==> src/rtl/fir_pkg.sv <==
// Shared constants and types for the FIR sequencer slice.
// The FIR datapath width and tap count live here so the sequencer and bench agree.
package fir_pkg;

  localparam int SIZE        = 16;
  localparam int STAGE       = 16;
  localparam int FIR_LATENCY = STAGE + 2;

  typedef logic signed [SIZE-1:0] sample_t;

  typedef enum logic [1:0] {
    IDLE     = 2'd0,
    ISSUE    = 2'd1,
    WAIT_FIR = 2'd2,
    CAPTURE  = 2'd3
  } seq_state_t;

endpackage

==> src/rtl/fir_sequencer_fifo.sv <==
// Small synchronous FIFO holding incoming samples until the FIR is free.
// Head is read combinationally so the pop cycle can load it straight into fir_in.
module sample_fifo #(
  parameter int WIDTH = 16,
  parameter int DEPTH = 4
) (
  input  logic             ck,
  input  logic             rst,
  input  logic             push,
  input  logic [WIDTH-1:0] push_data,
  input  logic             pop,
  output logic [WIDTH-1:0] head,
  output logic             full,
  output logic             empty
);

  localparam int AW = $clog2(DEPTH);

  logic [WIDTH-1:0] r_mem [DEPTH];
  logic [AW:0]      r_wr_ptr;
  logic [AW:0]      r_rd_ptr;
  logic             w_push;
  logic             w_pop;

  // Pointers carry one wrap bit so full and empty are distinguishable.
  assign empty  = (r_wr_ptr == r_rd_ptr);
  assign full   = (r_wr_ptr[AW] != r_rd_ptr[AW]) &&
                  (r_wr_ptr[AW-1:0] == r_rd_ptr[AW-1:0]);
  assign w_push = push && !full;
  assign w_pop  = pop && !empty;
  assign head   = r_mem[r_rd_ptr[AW-1:0]];

  always_ff @(posedge ck) begin
    if (rst) begin
      r_wr_ptr <= '0;
      r_rd_ptr <= '0;
    end else begin
      if (w_push) r_wr_ptr <= r_wr_ptr + 1'b1;
      if (w_pop)  r_rd_ptr <= r_rd_ptr + 1'b1;
    end
  end

  always_ff @(posedge ck) begin
    if (w_push) r_mem[r_wr_ptr[AW-1:0]] <= push_data;
  end

endmodule

==> src/rtl/fir_sequencer.sv <==
// Feeds queued samples one at a time to the shared serial-MAC FIR and holds
// each filtered result until the consumer acknowledges it.
module fir_sequencer #(
  parameter int SIZE       = 16,
  parameter int STAGE      = 16,
  parameter int FIFO_DEPTH = 4,
  parameter int TIMEOUT    = 32
) (
  input  logic                   ck,
  input  logic                   rst,
  input  logic signed [SIZE-1:0] sample_in,
  input  logic                   sample_valid,
  output logic                   sample_accept,
  output logic signed [SIZE-1:0] fir_in,
  output logic                   fir_input_ready,
  input  logic                   fir_output_ready,
  input  logic signed [SIZE-1:0] fir_out,
  output logic signed [SIZE-1:0] result,
  output logic                   result_valid,
  input  logic                   result_ack,
  output logic [7:0]             overrun_count,
  output logic                   timeout_error,
  output logic                   busy
);

  import fir_pkg::*;

  // Wide enough for the abort threshold even if TIMEOUT is set near the FIR latency.
  localparam int CNT_W = $clog2((TIMEOUT > STAGE + 2) ? TIMEOUT : STAGE + 3) + 1;
  localparam logic [CNT_W-1:0] TO_LAST = CNT_W'(TIMEOUT - 2);

  seq_state_t              r_state;
  logic signed [SIZE-1:0]  r_fir_in;
  logic                    r_fir_input_ready;
  logic signed [SIZE-1:0]  r_result;
  logic                    r_result_valid;
  logic [7:0]              r_overrun_count;
  logic                    r_timeout_error;
  logic [CNT_W-1:0]        r_wait_cnt;

  logic [SIZE-1:0]         w_head;
  logic                    w_full;
  logic                    w_empty;
  logic                    w_pop;

  assign w_pop = (r_state == IDLE) && !w_empty && (!r_result_valid || result_ack);

  sample_fifo #(
    .WIDTH (SIZE),
    .DEPTH (FIFO_DEPTH)
  ) u_fifo (
    .ck        (ck),
    .rst       (rst),
    .push      (sample_valid),
    .push_data (sample_in),
    .pop       (w_pop),
    .head      (w_head),
    .full      (w_full),
    .empty     (w_empty)
  );

  always_ff @(posedge ck) begin
    if (rst) begin
      r_overrun_count <= '0;
    end else if (sample_valid && w_full && (r_overrun_count != 8'hFF)) begin
      r_overrun_count <= r_overrun_count + 8'd1;
    end
  end

  always_ff @(posedge ck) begin
    if (rst) begin
      r_state           <= IDLE;
      r_fir_in          <= '0;
      r_fir_input_ready <= 1'b0;
      r_result          <= '0;
      r_result_valid    <= 1'b0;
      r_timeout_error   <= 1'b0;
      r_wait_cnt        <= '0;
    end else begin
      r_fir_input_ready <= 1'b0;
      case (r_state)
        IDLE: begin
          if (w_pop) begin
            r_fir_in          <= w_head;
            r_fir_input_ready <= 1'b1;
            r_state           <= ISSUE;
          end
        end
        ISSUE: begin
          r_wait_cnt <= '0;
          r_state    <= WAIT_FIR;
        end
        WAIT_FIR: begin
          r_wait_cnt <= r_wait_cnt + 1'b1;
          // The ISSUE cycle counts toward the budget, so the flag lands TIMEOUT cycles after it.
          if (fir_output_ready) begin
            r_state <= CAPTURE;
          end else if (r_wait_cnt == TO_LAST) begin
            r_timeout_error <= 1'b1;
            r_state         <= IDLE;
          end
        end
        CAPTURE: begin
          r_state <= IDLE;
        end
        default: begin
          r_state <= IDLE;
        end
      endcase

      // A fresh capture beats a coincident ack of the previous result.
      if (r_state == CAPTURE) begin
        r_result       <= fir_out;
        r_result_valid <= 1'b1;
      end else if (result_ack) begin
        r_result_valid <= 1'b0;
      end
    end
  end

  assign sample_accept   = !w_full;
  assign fir_in          = r_fir_in;
  assign fir_input_ready = r_fir_input_ready;
  assign result          = r_result;
  assign result_valid    = r_result_valid;
  assign overrun_count   = r_overrun_count;
  assign timeout_error   = r_timeout_error;
  assign busy            = (r_state != IDLE);

endmodule
==> config.mk <==
export PLATFORM = sky130hd
export DESIGN_NAME = fir_sequencer
export DESIGN_NICKNAME = d
export VERILOG_FILES = /design/src/rtl/fir_pkg.sv /design/src/rtl/fir_sequencer_fifo.sv /design/src/rtl/fir_sequencer.sv
export SDC_FILE = /design/constraint.sdc
export NUM_CORES = 1
export LEC_CHECK = 0
export CAP_MARGIN = 20
export CORE_MARGIN = 3
export CORE_UTILIZATION = 35
export CTS_CLUSTER_DIAMETER = 30
export DETAILED_ROUTE_END_ITERATION = 10
export SLEW_MARGIN = 20
export SYNTH_ARGS = -nofsm -noshare
export SYNTH_HDL_FRONTEND = slang
export SYNTH_SLANG_ARGS = --single-unit
==> constraint.sdc <==
create_clock -name ck -period 2 [get_ports ck]
set_input_delay 0.3 -clock ck [delete_from_list [all_inputs] [get_ports ck]]
set_output_delay 0.3 -clock ck [all_outputs]
set_load 0.01 [all_outputs]
==> results.rst, run 1 <==
.. list-table::
   :header-rows: 1

   * - Metric
     - Value
   * - Hold/Removal Path Class
     - in2reg
   * - Switching part of the total
     - 28.0%
   * - Biggest cell delay along the critical path
     - 490 ps
   * - Vias in the first global route
     - 3359
   * - Endpoint of the lowest-slack register-to-register path
     - u_fifo.r_mem[3][2]$_DFFE_PP_
   * - Final count of negative-setup-slack endpoints
     - 0
   * - Global-route wire length before repair
     - 16600 um
   * - Y dimension of the die
     - 123 um
   * - Internal Pwr Total
     - 5.67 mW
   * - Portion of total power attributed to the clock network
     - 37.1%
   * - First DRT Iteration DRCs
     - 193
   * - Initial antenna violation count
     - 0
   * - Number of storage elements in the synthesis netlist
     - 121
   * - Vias per cell
     - 4.84
   * - Maximum buffer depth of the clock tree
     - 2
   * - Maximum number of pins on one net before global-route repair
     - 21
   * - Fraction of final layout cells with drive strength greater than 1
     - 16.5%
   * - Starting density of the core
     - 36.0%
   * - Flop pwr share
     - 38.4%
   * - Crit path required time
     - 1700 ps
   * - Cell count of the worst reg-to-reg path
     - 5
   * - Worst reg-to-reg setup slack
     - 250 ps
   * - Number of buffers inserted during clock tree synthesis
     - 17
   * - Worst skew pair latency
     - 410 ps
   * - Family with the most delay on the worst path
     - buffers and inverters
   * - Final hold violation count
     - 0
   * - Post-detailed-placement cell area
     - 5910 um2
   * - Via count
     - 3147
   * - Area Growth Syn to Fin
     - 36.4%
   * - Final weighted congestion in routability-driven placement
     - 0.718
   * - Worst hold path endpoint
     - timeout_error$_SDFFE_PP0P_
   * - Critical Path Sink Type
     - primary output
   * - Number of distinct library cell variants in the gate-level netlist after synthesis
     - 40
   * - CP arrival
     - 1630 ps
   * - Number of maximum-capacitance violations
     - 0
   * - Switching component of the power
     - 2.20 mW
   * - Total half-perimeter wirelength after legalization and detailed placement
     - 6740 um
   * - Residual DRC
     - 0
   * - Period utilization
     - 96.5%
   * - Yosys top cell area share
     - 40.1%
   * - Post-synth top area cell
     - sky130_fd_sc_hd__edfxtp_1
   * - Grt peak-use layer
     - met2
   * - Synth area leaders
     - sky130_fd_sc_hd__edfxtp_1 40%, sky130_fd_sc_hd__dfxtp_1 24%, sky130_fd_sc_hd__mux4_2 7.5%, sky130_fd_sc_hd__mux2i_1 3.6%, sky130_fd_sc_hd__nand2_1 3.3%
   * - Maximum achievable frequency
     - 0.518 GHz
   * - Slew at the pin with the worst max-slew slack
     - 497 ps
   * - Peak ir drop on the vdd network
     - 671 uV
   * - Detailed-routing iteration count for the pre-antenna-repair pass
     - 4
   * - Number of H-tree levels
     - 4
   * - Met3 layer usage reported by global route
     - 4.80%
   * - Relative max-transition margin
     - 66.8%
   * - Floorplan die width
     - 123 um
   * - Max FO, Critical Path
     - 4
   * - Met2 demand-to-capacity share in global routing
     - 24.8%
   * - Area of all placed cells without fillers
     - 6540 um2
   * - Min-delay src
     - rst
   * - Placeable Area
     - 13300 um2
   * - Sum of buffers and inverters on the critical path
     - 1
   * - Detail Route Antenna Nets
     - 0
   * - Total grt overflow
     - 0
   * - LEAKAGE
     - 2.22 nW
   * - Clock sinks
     - 121
   * - Total detailed-routing wirelength
     - 10300 um
   * - Logic pwr share
     - 24.5%
   * - CTS root buf
     - sky130_fd_sc_hd__clkbuf_16
   * - Top-level port count
     - 82
   * - Power per Cell Area
     - 1200 nW/um2
   * - Sequential area share after synthesis
     - 63.9%
   * - Clock transition at the registers of the reported paths
     - 60 ps
   * - Syn nets
     - 408
   * - Synth warn
     - 0
   * - Total global routing track utilization
     - 14.5%
   * - Met1 track demand over resource
     - 17.1%
   * - Min Hold Slack
     - 265 ps
   * - Die area
     - 15100 um2
   * - Post-layout min period
     - 1930 ps
   * - Beginning of the worst register-to-register path
     - u_fifo.r_wr_ptr[1]$_SDFFE_PP0P_
   * - Clock Skews
     - 7.24 ps
   * - Synth Area per Inst
     - 13.3 um2
   * - Nature of the critical path startpoint
     - flip-flop
   * - Outcome
     - finished, final reports clean
   * - Final nets
     - 510
   * - Number of buffer cells added on primary ports
     - 81
   * - Instance count of the mapped netlist
     - 359
   * - Min-Delay Path Depth
     - 2
   * - Cell area after technology mapping
     - 4790 um2
   * - Number of pins exceeding their max-slew limit in the final report
     - 0
   * - Drt wl/cell
     - 15.8 um
   * - Antenna fix cells
     - 0
   * - Cells along the critical path
     - xor2_4 -> nand3_1 -> clkdlybuf4s50_1
   * - Total number of placement rows
     - 42
   * - Crit path max-delay cell type
     - sky130_fd_sc_hd__clkdlybuf4s50_1
   * - Crit Path Class
     - reg2out
   * - TritonCTS clock tree
     - done
==> stage by stage <==
step / setup TNS, ps / setup slack [ps] / cells / total power [mW] / util (%)
2_1_floorplan: 0 / 68.3 / 359 / 4.18 / -
3_3_place_gp: 0 / 111 / 616 / 4.98 / 44.5
3_5_place_dp: 0 / 74.0 / 616 / 5.00 / 44.5
4_1_cts: 0 / 23.5 / 650 / 7.96 / 49.0
5_1_grt: -21.9 / -21.9 / 650 / 8.28 / 49.2
6_report: 0 / 69.2 / 650 / 7.87 / 49.2
==> flip-flops by register name, indices dropped and copies added, names as in the netlist <==
register,cells
timeout_error,1
u_fifo.r_mem,64
fir_in,16
fir_input_ready,1
r_state,2
overrun_count,8
result,16
result_valid,1
u_fifo.r_rd_ptr,3
r_wait_cnt,6
u_fifo.r_wr_ptr,3
==> power by group through the flow <==
stage	Clock [mW]	Sequential (mW)	Combinational (mW)
2_1_floorplan	0	3.13	1.05
3_3_place_gp	0	3.07	1.91
3_5_place_dp	0	3.07	1.93
4_1_cts	2.99	3.03	1.95
5_1_grt	3.10	3.06	2.12
6_report	2.92	3.02	1.93
==> final cells by class <==
cell class              count  area [um2]
clock buffers              17         425
repair buffers            100        1010
inverters                  11        41.3
flip-flops and latches    121        3070
fillers                  1179        6760
clock inverters            15         151
well taps                 176         220
multi-input cells         210        1620
==> cells by family (layout without fill, tap and decap cells) <==
family | Yosys count | count (layout) | share of synthesized area (%)
AND/OR/NAND/NOR | 104 | 104 | 9.72
adder cells (fa/ha/maj) | 12 | 12 | 3.13
buffers and inverters | 28 | 143 | 3.00
multiplexers | 33 | 33 | 11.1
XOR/XNOR | 9 | 9 | 1.96
AO/OA/AOI/OAI | 52 | 52 | 7.18
flip-flops | 121 | 121 | 63.9
==> timing repair <==
item	4_1_cts	5_1_grt
endpoints found under the setup margin	2	6
gates resized for setup	2	5
endpoints found under the hold margin	0	0
buffers inserted	2	0
pin swaps	2	1
hold buffers	0	0
==> per-layer routing <==
metal  wire, um  part of all wire [%]
met2       5320                    52
met1       4380                    43
met4        123                   1.2
met3        449                   4.4
met5          0                     0
==> cell usage after synthesis <==
cell type                   count
sky130_fd_sc_hd__a311o_1        1
sky130_fd_sc_hd__edfxtp_1      64
sky130_fd_sc_hd__a41o_1         1
sky130_fd_sc_hd__buf_6          4
sky130_fd_sc_hd__o31a_1         1
sky130_fd_sc_hd__nand4_1        6
sky130_fd_sc_hd__a311oi_1       2
sky130_fd_sc_hd__xnor2_1        3
sky130_fd_sc_hd__inv_1         11
sky130_fd_sc_hd__or3_1          6
sky130_fd_sc_hd__mux4_2        16
sky130_fd_sc_hd__ha_1          12
sky130_fd_sc_hd__o2111ai_2      1
sky130_fd_sc_hd__a21oi_1       28
sky130_fd_sc_hd__and2_1         4
sky130_fd_sc_hd__nand3_1        6
sky130_fd_sc_hd__o21ai_0        8
sky130_fd_sc_hd__buf_2          4
sky130_fd_sc_hd__xnor2_2        2
sky130_fd_sc_hd__o311ai_4       1
sky130_fd_sc_hd__buf_4          1
sky130_fd_sc_hd__nor2_1        31
sky130_fd_sc_hd__o31ai_1        1
sky130_fd_sc_hd__nor4_2         1
sky130_fd_sc_hd__nand2_1       42
sky130_fd_sc_hd__o41ai_2        1
sky130_fd_sc_hd__clkbuf_1       7
sky130_fd_sc_hd__buf_1          1
sky130_fd_sc_hd__nor2b_1        2
sky130_fd_sc_hd__dfxtp_1       57
sky130_fd_sc_hd__o41ai_1        2
sky130_fd_sc_hd__a31oi_1        2
sky130_fd_sc_hd__or2_2          2
sky130_fd_sc_hd__mux2i_1       17
sky130_fd_sc_hd__xor2_1         4
sky130_fd_sc_hd__o21a_1         1
sky130_fd_sc_hd__o211ai_1       1
sky130_fd_sc_hd__nor3_1         3
sky130_fd_sc_hd__and4_1         1
sky130_fd_sc_hd__a21o_1         1
==> placed cells by master, fill, tap and decap left out, types with 3 or more instances in the layout <==
cell type                         netlist  final
sky130_fd_sc_hd__inv_1                 11     11
sky130_fd_sc_hd__clkbuf_16              0     17
sky130_fd_sc_hd__clkinvlp_4             0      3
sky130_fd_sc_hd__xnor2_1                3      3
sky130_fd_sc_hd__or3_1                  6      6
sky130_fd_sc_hd__nand3_1                6      6
sky130_fd_sc_hd__ha_1                  12     12
sky130_fd_sc_hd__clkinv_1               0      3
sky130_fd_sc_hd__dfxtp_1               57     54
sky130_fd_sc_hd__clkinv_4               0      4
sky130_fd_sc_hd__edfxtp_1              64     64
sky130_fd_sc_hd__nor3_1                 3      3
sky130_fd_sc_hd__nand2_1               42     42
sky130_fd_sc_hd__dfxtp_2                0      3
sky130_fd_sc_hd__buf_4                  1     14
sky130_fd_sc_hd__mux4_2                16     16
sky130_fd_sc_hd__nor2_1                31     31
sky130_fd_sc_hd__mux2i_1               17     17
sky130_fd_sc_hd__nand4_1                6      6
sky130_fd_sc_hd__buf_12                 0      5
sky130_fd_sc_hd__clkdlybuf4s50_1        0     79
sky130_fd_sc_hd__a21oi_1               28     28
sky130_fd_sc_hd__o21ai_0                8      8
sky130_fd_sc_hd__and2_1                 4      4
sky130_fd_sc_hd__xor2_1                 4      3
==> how the worst max path moves through the flow <==
stage	to	start	depth (start not counted)	slack (ps)
finish	sample_accept	u_fifo.r_wr_ptr[2]$_SDFFE_PP0P_	3	70
global route	sample_accept	u_fifo.r_wr_ptr[2]$_SDFFE_PP0P_	3	-20
CTS	sample_accept	u_fifo.r_wr_ptr[2]$_SDFFE_PP0P_	3	20
detailed placement	u_fifo.r_mem[3][2]$_DFFE_PP_	sample_valid	5	70
global placement	u_fifo.r_mem[3][4]$_DFFE_PP_	sample_valid	5	110
floorplan	u_fifo.r_mem[3][0]$_DFFE_PP_	u_fifo.r_rd_ptr[1]$_SDFFE_PP0P_	4	70
(Power assumes the default switching activity.)
==> run 2: changes to the inputs <==
--- a/config.mk
+++ b/config.mk
@@ -7,9 +7,10 @@
 export LEC_CHECK = 0
 export CAP_MARGIN = 20
 export CORE_MARGIN = 3
-export CORE_UTILIZATION = 35
+export CORE_UTILIZATION = 40
 export CTS_CLUSTER_DIAMETER = 30
 export DETAILED_ROUTE_END_ITERATION = 10
+export PLACE_DENSITY = 0.66
 export SLEW_MARGIN = 20
 export SYNTH_ARGS = -nofsm -noshare
 export SYNTH_HDL_FRONTEND = slang
==> run 2 against run 1 <==
Net effect:
- sequential power is essentially flat
- die area shrank 12%
- design area shrank 1.2%
- critical path type unchanged
==> results.rst, run 2 (synthesis results as in run 1) <==
.. list-table::
   :header-rows: 1

   * - Metric
     - Value
   * - Outcome
     - finished, final reports clean
   * - Maximum buffer depth of the clock tree
     - 2
   * - Die area
     - 13300 um2
   * - Most common cell after layout, fill and taps aside
     - sky130_fd_sc_hd__clkdlybuf4s50_1
   * - Flop pwr share
     - 38.8%
   * - Final count of negative-setup-slack endpoints
     - 0
   * - Switching component of the power
     - 2.23 mW
   * - Logic pwr share
     - 24.2%
   * - Total detailed-routing wirelength
     - 9890 um
   * - Switching part of the total
     - 28.7%
   * - Residual DRC
     - 0
   * - Total global routing track utilization
     - 15.8%
   * - Power per Cell Area
     - 1210 nW/um2
   * - Top-level port count
     - 82
   * - Global-route wire length before repair
     - 15900 um
   * - Antenna fix cells
     - 0
   * - Number of buffer cells added on primary ports
     - 81
   * - Slew at the pin with the worst max-slew slack
     - 460 ps
   * - Number of pins exceeding their max-slew limit in the final report
     - 0
   * - Relative max-transition margin
     - 69.0%
   * - Maximum achievable frequency
     - 0.530 GHz
   * - Number of maximum-capacitance violations
     - 0
   * - Peak ir drop on the vdd network
     - 755 uV
   * - Total number of placement rows
     - 39
   * - Pwr Total
     - 7.80 mW
   * - Detailed-routing iteration count for the pre-antenna-repair pass
     - 4
   * - Number of buffers inserted during clock tree synthesis
     - 17
   * - Vias per cell
     - 5.13
   * - Internal Pwr Total
     - 5.56 mW
   * - First DRT Iteration DRCs
     - 240
   * - Post-detailed-placement cell area
     - 5860 um2
   * - Detail Route Antenna Nets
     - 0
   * - Final nets
     - 509
   * - Clock transition at the registers of the reported paths
     - 60 ps
   * - Initial antenna violation count
     - 0
   * - Post-CTS Hold Fix Bufs
     - 0
   * - Total of fill cells in the finished design
     - 943
   * - Period utilization
     - 94.3%
   * - TritonCTS clock tree
     - done
   * - Footprint of the flip-flops and latches
     - 3070 um2
   * - Hold/Removal Path Class
     - in2reg
   * - Setup tns final
     - 0 ps
   * - Starting density of the core
     - 41.4%
   * - Placeable Area
     - 11600 um2
   * - CP arrival
     - 1590 ps
   * - Crit path required time
     - 1700 ps
   * - Area Growth Syn to Fin
     - 34.7%
   * - Maximum number of pins on one net before global-route repair
     - 24
   * - Post-layout utilization of the core
     - 55.8%
   * - Total half-perimeter wirelength after legalization and detailed placement
     - 6420 um
   * - Nature of the critical path startpoint
     - flip-flop
   * - Min Hold Slack
     - 258 ps
   * - Total area of multi-input combinational cells
     - 1600 um2
   * - Crit Path Class
     - reg2out
   * - Leading cell types in the layout, fill and taps excluded
     - 79 x sky130_fd_sc_hd__clkdlybuf4s50_1, 64 x sky130_fd_sc_hd__edfxtp_1, 55 x sky130_fd_sc_hd__dfxtp_1
   * - Clock sinks
     - 121
   * - Final hold violation count
     - 0
   * - Floorplan die width
     - 115 um
   * - Clock Skews
     - 9.42 ps
   * - Portion of total power attributed to the clock network
     - 37.0%
   * - Fraction of final layout cells with drive strength greater than 1
     - 16.7%
   * - Max FO, Critical Path
     - 4
   * - Vias in the first global route
     - 3154
   * - Critical Path Sink Type
     - primary output
   * - Total grt overflow
     - 0
   * - Area of all placed cells without fillers
     - 6450 um2
   * - Worst skew pair latency
     - 410 ps
   * - LEAKAGE
     - 2.22 nW
   * - Number of H-tree levels
     - 4
   * - Y dimension of the die
     - 115 um
   * - RSZ-0062 raised after global routing
     - no
   * - Drt wl/cell
     - 16.0 um
   * - Max FFs per register
     - 64
   * - Via count
     - 3158
   * - Post-layout min period
     - 1890 ps
   * - CTS root buf
     - sky130_fd_sc_hd__clkbuf_16
   * - Final weighted congestion in routability-driven placement
     - 0.737
-- run 2: path summary, 6_finish.rpt --
kind	cells after the start	start	end	slack, ps
setup / recovery	3	u_fifo.r_wr_ptr[2]$_SDFFE_PP0P_	sample_accept	110
hold / removal	2	rst	r_wait_cnt[0]$_SDFFE_PP0P_	260
setup reg to reg	6	u_fifo.r_wr_ptr[1]$_SDFFE_PP0P_	overrun_count[5]$_SDFFE_PP0P_	250
hold reg to reg	2	fir_in[13]$_SDFFE_PP0P_	fir_in[13]$_SDFFE_PP0P_	460
-- run 2: power by group through the flow --
stage,Clock [mW],Sequential (mW),Combinational (mW)
final,2.89,3.03,1.89
after global routing,3.07,3.06,2.09
after CTS,2.93,3.03,1.93
after detailed placement,0,3.08,1.90
after global placement,0,3.07,1.88
after floorplan,0,3.13,1.05
-- run 2: cell type report --
| cell class | count | area share, % |
|---|---|---|
| inverter | 11 | 0.640 |
| clock inverter | 15 | 2.21 |
| tap | 143 | 2.77 |
| multi-input combinational | 210 | 24.8 |
| sequential | 121 | 47.5 |
| clock buffer | 17 | 6.59 |
| timing repair buffer | 99 | 15.5 |
-- run 2: what timing repair did --
action                                  4_1_cts  5_1_grt
endpoints found under the setup margin        2        1
setup buffers                                 2        0
gates resized for setup                       3        1
pin swaps                                     2        0
-- run 2: layer usage --
layer | up-vias | track usage [%] | routed length, um
met4 | 0 | 6.10 | 126
li1 | 1514 | - | -
met2 | 92 | 25.3 | 4730
met5 | - | 0 | 0
met1 | 1541 | 20.4 | 4460
met3 | 11 | 4.75 | 562
-- run 2: worst max-delay path, cell delays in order, from the launching register on --
cell and delay (ps):
sky130_fd_sc_hd__dfxtp_2 380, sky130_fd_sc_hd__xor2_2 210, sky130_fd_sc_hd__nand3_1 110, sky130_fd_sc_hd__clkdlybuf4s50_1 490
-- run 2: stage by stage --
step	setup slack [ps]	std cells
finish	113	616
global route	31.2	616
CTS	25.7	616
detailed placement	113	582
global placement	121	582
floorplan	68.3	359
